`src/rtl/chime_pkg.sv`:
```
// Shared constants for the hourly chime controller.
//   S_IDLE/S_ON/S_OFF : FSM state encodings
//   MODE_FIXED/MODE_HOUR : values of the MODE input
//   HOURS_FOLD : 12-hour fold used for clock-tower strike counts
package chime_pkg;

  localparam logic [1:0] S_IDLE = 2'd0;
  localparam logic [1:0] S_ON   = 2'd1;
  localparam logic [1:0] S_OFF  = 2'd2;

  localparam logic MODE_FIXED = 1'b0;
  localparam logic MODE_HOUR  = 1'b1;

  localparam int unsigned HOURS_FOLD = 12;

endpackage

```
`src/rtl/chime_ctrl_bcd_hour_to_strikes.sv`:
```
// Combinational strike-count selector.
//   HOUR    : BCD hour {tens, ones}, valid 00..23
//   MODE    : MODE_FIXED -> FIXED_BEEPS, MODE_HOUR -> hour folded to 1..12
//   strikes : number of beeps to play; invalid hours fall back to FIXED_BEEPS
module bcd_hour_to_strikes
  import chime_pkg::*;
#(
  parameter int unsigned FIXED_BEEPS = 4
) (
  input  logic [7:0] HOUR,
  input  logic       MODE,
  output logic [3:0] strikes
);

  localparam logic [3:0] FIXED4 = 4'(FIXED_BEEPS);
  localparam logic [6:0] FOLD7  = 7'(HOURS_FOLD);

  logic [3:0] tens;
  logic [3:0] ones;
  logic [6:0] hbin;
  logic [6:0] folded;
  logic       valid;

  always_comb begin
    tens   = HOUR[7:4];
    ones   = HOUR[3:0];
    hbin   = 7'(tens) * 7'd10 + 7'(ones);
    valid  = (tens <= 4'd9) && (ones <= 4'd9) && (hbin <= 7'd23);
    folded = (hbin >= FOLD7) ? (hbin - FOLD7) : hbin;

    strikes = FIXED4;
    if (MODE == MODE_HOUR && valid) begin
      // Midnight and noon strike twelve rather than zero.
      strikes = (folded == 7'd0) ? FOLD7[3:0] : folded[3:0];
    end
  end

endmodule

```
`src/rtl/chime_ctrl.sv`:
```
// On-the-hour chime controller.
//   CP        : system clock (rising edge)
//   CR        : synchronous active-high reset
//   EN        : chime enable; low aborts a pattern or blocks a new one
//   TICK      : one-cycle pacing strobe
//   HOUR_TRIG : one-cycle hour-rollover pulse
//   HOUR      : BCD hour, sampled at the trigger edge
//   MODE      : 0 fixed beep count, 1 hour strike count
//   BEEP      : buzzer drive, high in the ON phase
//   LEDZ      : toggles at the start of each beep
//   BUSY      : high while a pattern runs
//   DONE      : one-cycle pulse on normal completion
module chime_ctrl
  import chime_pkg::*;
#(
  parameter int unsigned ON_TICKS    = 2,
  parameter int unsigned OFF_TICKS   = 2,
  parameter int unsigned FIXED_BEEPS = 4,
  parameter int unsigned TW          = 4
) (
  input  logic       CP,
  input  logic       CR,
  input  logic       EN,
  input  logic       TICK,
  input  logic       HOUR_TRIG,
  input  logic [7:0] HOUR,
  input  logic       MODE,
  output logic       BEEP,
  output logic       LEDZ,
  output logic       BUSY,
  output logic       DONE
);

  localparam logic [TW-1:0] ON_LAST  = TW'(ON_TICKS - 1);
  localparam logic [TW-1:0] OFF_LAST = TW'(OFF_TICKS - 1);

  logic [1:0]    state;
  logic [TW-1:0] tick_cnt;
  logic [3:0]    remaining;
  logic [3:0]    strikes;

  bcd_hour_to_strikes #(
    .FIXED_BEEPS(FIXED_BEEPS)
  ) u_strikes (
    .HOUR    (HOUR),
    .MODE    (MODE),
    .strikes (strikes)
  );

  always_ff @(posedge CP) begin
    if (CR) begin
      state     <= S_IDLE;
      tick_cnt  <= '0;
      remaining <= '0;
      LEDZ      <= 1'b0;
      DONE      <= 1'b0;
    end else begin
      DONE <= 1'b0;
      case (state)
        S_IDLE: begin
          // A TICK coinciding with the trigger is deliberately not counted.
          if (HOUR_TRIG && EN) begin
            state     <= S_ON;
            remaining <= strikes;
            tick_cnt  <= '0;
            LEDZ      <= ~LEDZ;
          end
        end
        S_ON: begin
          if (!EN) begin
            state    <= S_IDLE;
            tick_cnt <= '0;
          end else if (TICK) begin
            if (tick_cnt == ON_LAST) begin
              tick_cnt  <= '0;
              remaining <= remaining - 4'd1;
              if (remaining == 4'd1) begin
                state <= S_IDLE;
                DONE  <= 1'b1;
              end else begin
                state <= S_OFF;
              end
            end else begin
              tick_cnt <= tick_cnt + 1'b1;
            end
          end
        end
        S_OFF: begin
          if (!EN) begin
            state    <= S_IDLE;
            tick_cnt <= '0;
          end else if (TICK) begin
            if (tick_cnt == OFF_LAST) begin
              state    <= S_ON;
              tick_cnt <= '0;
              LEDZ     <= ~LEDZ;
            end else begin
              tick_cnt <= tick_cnt + 1'b1;
            end
          end
        end
        default: state <= S_IDLE;
      endcase
    end
  end

  always_comb begin
    BEEP = (state == S_ON);
    BUSY = (state != S_IDLE);
  end

endmodule

```
`config.mk`:
```
export PLATFORM = sky130hd
export DESIGN_NAME = chime_ctrl
export DESIGN_NICKNAME = d
export VERILOG_FILES = /design/src/rtl/chime_pkg.sv /design/src/rtl/chime_ctrl_bcd_hour_to_strikes.sv /design/src/rtl/chime_ctrl.sv
export SDC_FILE = /design/constraint.sdc
export NUM_CORES = 1
export LEC_CHECK = 0
export ABC_CLOCK_PERIOD_IN_PS = 5500
export BUFFER_PORTS_ARGS = -buffer_cell sky130_fd_sc_hd__buf_4
export CORE_MARGIN = 3
export CORE_UTILIZATION = 55
export CTS_CLUSTER_DIAMETER = 150
export DETAILED_ROUTE_END_ITERATION = 16
export GPL_ROUTABILITY_DRIVEN = 0
export PLACE_DENSITY = 0.77
export SLEW_MARGIN = 20
export SYNTH_ARGS = -nofsm -noshare
export SYNTH_HDL_FRONTEND = slang
export SYNTH_SLANG_ARGS = --single-unit
```
`constraint.sdc`:
```
create_clock -name CP -period 5.5 [get_ports CP]
set_clock_uncertainty 0.15 [all_clocks]
set_input_delay 1.1 -clock CP [delete_from_list [all_inputs] [get_ports CP]]
set_output_delay 1.1 -clock CP [all_outputs]
set_load 0.05 [all_outputs]
```
Word level (Yosys, flattened, before mapping)
Cells that the tools add are included.
- reductions and logical operators: 16
- add/sub/neg operators: 4
- muxes and demuxes: 28
- multipliers: 1
- divide/modulo/power cells: 0
- shifts and indexed selects: 0
- eq/ne operators: 16
- order comparisons: 4
- bitwise gates (word level): 5
- operators by type and width (kind ; count):
    $mux W4 ; 10
    $mux W2 ; 8
    $pmux W4 S2 ; 2
    $reduce_and A5 Y1 ; 3
    $ne A2 B2 Y1 const B ; 6
    $ne A3 B3 Y1 const B ; 3
    $eq A4 B1 Y1 const B ; 2
    $le A4 B4 Y1 const B ; 2
    $reduce_bool A2 Y1 ; 4
    $add A7 B4 Y7 ; 1
    $ge A7 B4 Y1 const B ; 1
    $le A7 B5 Y1 const B ; 1
    $logic_not A7 Y1 ; 1
    $mux W7 ; 1
    $sub A7 B4 Y7 const B ; 1
    $mul A4 B3 Y6 const B ; 1
    $ne A3 B2 Y1 const B ; 2
    $pmux W2 S3 ; 1
    $mux W1 ; 5
    $not A1 Y1 ; 5
    $reduce_or A5 Y1 ; 1
    $add A4 B1 Y4 const B ; 1
    $logic_and A1 B1 Y1 ; 4
    $sub A4 B1 Y4 const B ; 1
    other kinds (7) ; 7
- register bits after elaboration: 12
- output and inout bits: 4
- memories: 0
- latch bits: 0
- memory bits (writable): 0
- memory bits (read-only): 0

Depth between registers and ports, before layout
- word-level depth: 9
- depth in mapped cells: 11

Cells and area by module
From an unflattened synthesis, not the netlist that was laid out.
- cells, all modules: 158
- area, all modules: 1280.0 um^2
- by module, submodules not included (module ; times used ; sequential area each (um^2) ; area each (um^2) ; cells each):
    chime_ctrl ; 1 ; 240.2 ; 777.0 ; 94
    bcd_hour_to_strikes ; 1 ; 0.0 ; 503.0 ; 64

Worst setup path before layout
Ideal clock, no wire load.
- kind: input -> register
- from: input HOUR[1]
- to: register remaining[2]
- path buffers: 0
- data required time: 5.230 ns
- path slack: 1.894 ns
- stages on the path: 10
- arrival: 3.335 ns
- cell sequence: ha_1 -> fa_1 -> xor2_1 -> ha_1 -> nor3_1 -> o211a_1 -> nor4b_1 -> o32ai_1 -> a311oi_1 -> nor2_1
- word-level cells in the longest chain between the ends: 8
- elaborated cells between the ends (all ways): 14
- ends and longest elaborated chain (what ; RTL line ; RTL):
    from (decl) ; chime_ctrl.sv:26 ; input logic [7:0] HOUR,
    $add A7 B4 Y7 ; chime_ctrl_bcd_hour_to_strikes.sv:27 ; hbin = 7'(tens) * 7'd10 + 7'(ones);
    $sub A7 B4 Y7 or $ge A7 B4 Y1 (tied branches) ; chime_ctrl_bcd_hour_to_strikes.sv:29 ; folded = (hbin >= FOLD7) ? (hbin - FOLD7) : hbin;
    $mux W7 ; chime_ctrl_bcd_hour_to_strikes.sv:29 ;
    $logic_not A7 Y1 ; chime_ctrl_bcd_hour_to_strikes.sv:34 ; strikes = (folded == 7'd0) ? FOLD7[3:0] : folded[3:0];
    $mux W4 ; chime_ctrl_bcd_hour_to_strikes.sv:34 ;
    $mux W4 (*) ; chime_ctrl_bcd_hour_to_strikes.sv:32 ; if (MODE == MODE_HOUR && valid) begin
    $mux W4 (*) ; chime_ctrl.sv:62 ; if (HOUR_TRIG && EN) begin
    $pmux W4 S2 (*) ; chime_ctrl.sv:59 ; case (state)
    to (signal assigned) ; chime_ctrl.sv:64 ; remaining <= strikes;
    to (signal assigned) ; chime_ctrl.sv:76 ; remaining <= remaining - 4'd1;
    to (decl) ; chime_ctrl.sv:39 ; logic [3:0] remaining;
Every way passes the cells marked *; elsewhere a longest branch is shown, timed or not. The select of a mux whose other input is x is not followed.
A chain may end at the register's enable or synchronous reset.

Final worst setup path
Same ends and word-level chain as after synthesis.

==> results.cfg <==
[floorplan]
die_x_um = 54.0
die_y_um = 54.0
coreArea_sq_mm = 0.00206
io_pins = 18
die_area_sq_mm = 0.00292
initial_core_util = 0.615
num_rows = 16

[global_routing]
grt_max_degree = 15
antenna_found_initial = 0
grt_pass1_vias = 1116
grt_pass1_wl_mm = 4.48
globalRouteOverflowTotal = 0
grt_usage = 0.208

[pwr]
ir_drop_v = 0.000141
leakage_nw = 0.600
cellPowerDensity_mw_per_mm2 = 256

[route]
viasPerCell = 5.81
drtAntennaViolNets = 0
routed_wl_mm = 2.51
wl_per_cell_um = 12.5
route.vias.total = 1168
first_iter_violations = 12
first_pass_iters = 4
route.detailed.drc = 0

[timing]
fin_crit_sh = 0.680
fmax_ghz = 0.267
hold_viol_final = 0
tns_ps = 0
slew_viol_final = 0
rsz0062_at_grt = no
setup-violations-final = 0
tightestPinTransition_ps = 583
slew-limit-headroom = 0.607
period_minus_slack_ps = 3740

[clock_network]
clock_path_buffers = 2
cts_setup_buffers = 0
cts_tree = done
cts-root-buf = clkbuf_4
cts_resized = 0
clk_latency_ps = 280
clk_pin_slew_ps = 80
clock-sinks = 12
cts_buffers = 3
postCtsHoldBufs = 0
cts-htree-levels = 1

[synth]
synthesis.area_sq_mm = 0.00127
synthFlopType = dfxtp_1
netlist_instances = 155
syn_nets = 188
synth_edf_count = 0
ys_seq_area_frac = 0.190
postSynthAreaPerCell_sq_um = 8.18
ys_warn_count = 0
ys_ff_latch = 12
synth_cell_type_count = 49
ys_async_sr_fraction = 0

[final_layout]
nets = 208
num_antenna_cells = 0
drive_above_1_share = 0.190
area_growth_pct = 14.4
stdcell_area_sq_mm = 0.00145
final_cells = 201

[worst_setup_path]
crit_type = in2reg
worstSetupStartpoint = HOUR[1]
reg2reg_from = state[0]
path_max_fanout = 7
crit_arrival_ps = 3760
ff2ff_path_depth = 8
endpoint_kind = register
timing.rr.end = tick_cnt[2]
worstSetupStartpointType = primary input
required_ps = 5520
r2r_slack_ps = 3170

[placed_design]
dp.final_hpwl_mm = 2.09
placed_cell_area_sq_mm = 0.00141
io_buffer_count = 17
post-place-cells = 197

[status]
outcome = complete, no violations

[worst_hold_path]
holdCritPathClass = reg2reg
min-delay-start = LEDZ
whs_path_depth = 2
hold-path-endpoint = LEDZ

[run]
maxCapViolCount = 0
[power by group]
| part | switching (mW) | internal, mW | leakage [nW] |
|---|---|---|---|
| Sequential | 0.00796 | 0.0953 | 0.0976 |
| Combinational | 0.117 | 0.0777 | 0.482 |
| Clock | 0.0330 | 0.0403 | 0.0210 |
[critical path: stages]
cell and delay, ps:
buf_4 110, ha_1 230, fa_1 410, xor2_1 360
ha_1 390, nor3_1 100, o211a_1 230, nor4b_1 320
o32ai_1 140, a311oi_1 300, nor2_1 60
[worst max-delay path by stage]
stage / to / slack (ps)
after floorplan: remaining[2] / 1890
after global placement: remaining[2] / 1570
after detailed placement: remaining[2] / 1440
after CTS: remaining[2] / 1740
after global routing: remaining[3] / 1500
final: remaining[2] / 1760
[registers in the layout, indices dropped and copies added (netlist names)]
register,count
DONE,1
remaining,4
state,2
LEDZ,1
tick_cnt,4
[placed cells by master, fill, tap and decap left out, types with 2 or more instances in the layout]
cell / count
a21o_1: 2
a21oi_1: 15
buf_4: 17
clkbuf_4: 3
dfxtp_1: 12
fa_1: 2
ha_1: 17
inv_1: 10
mux2i_1: 3
nand2_1: 12
nand3_1: 2
nor2_1: 13
nor3_1: 7
nor4_1: 3
o211a_1: 2
o21ai_0: 11
or2_1: 2
or2_2: 2
or3_1: 5
xnor2_1: 4
[cells in the mapped netlist, drive strengths merged, types with 2 or more instances]
library cell	n	area share
ha	17	0.17
a21oi	16	0.066
nor2	13	0.039
dfxtp	12	0.19
nand2	12	0.036
o21ai	12	0.050
inv	10	0.030
nor3	8	0.040
or2	5	0.025
or3	5	0.025
xnor2	5	0.040
nor4	4	0.025
mux2i	3	0.024
a21o	2	0.012
and3	2	0.014
fa	2	0.032
nand3	2	0.0079
nor2b	2	0.012
o211a	2	0.016
[routing by layer]
layer,wire length [um],GRT usage,vias to the layer above
li1,-,-,604
met4,37,0.0788,0
met3,102,0.0249,6
met5,0,0,-
met1,1110,0.230,527
met2,1270,0.397,31
[area by class of cell]
cell class / count / area [sq um]
well taps: 27 / 33.8
repair buffers: 17 / 128
flip-flops and latches: 12 / 240
clock buffers: 4 / 36.3
inverters: 10 / 37.5
multi-input cells: 131 / 975
fillers: 165 / 612
[cell families (layout without fill, tap and decap cells)]
group	Yosys count	after routing	share of synthesized area
XOR/XNOR	6	6	0.0474
buffers and inverters	12	31	0.0415
adder cells (fa/ha/maj)	19	19	0.199
AND/OR/NAND/NOR	60	60	0.266
AO/OA/AOI/OAI	42	42	0.224
multiplexers	4	4	0.0326
flip-flops	12	12	0.190
[metrics by stage]
step                      setup slack (ps)  hold WS (ps)  utilization  power [mW]
after global routing                  1500           359        0.703       0.403
after global placement                1570           320        0.686       0.295
after CTS                             1740           343        0.703       0.374
final                                 1760           337        0.703       0.371
after detailed placement              1440           332        0.686       0.300
after floorplan                       1890           309            -       0.256
(Power assumes the default switching activity.)
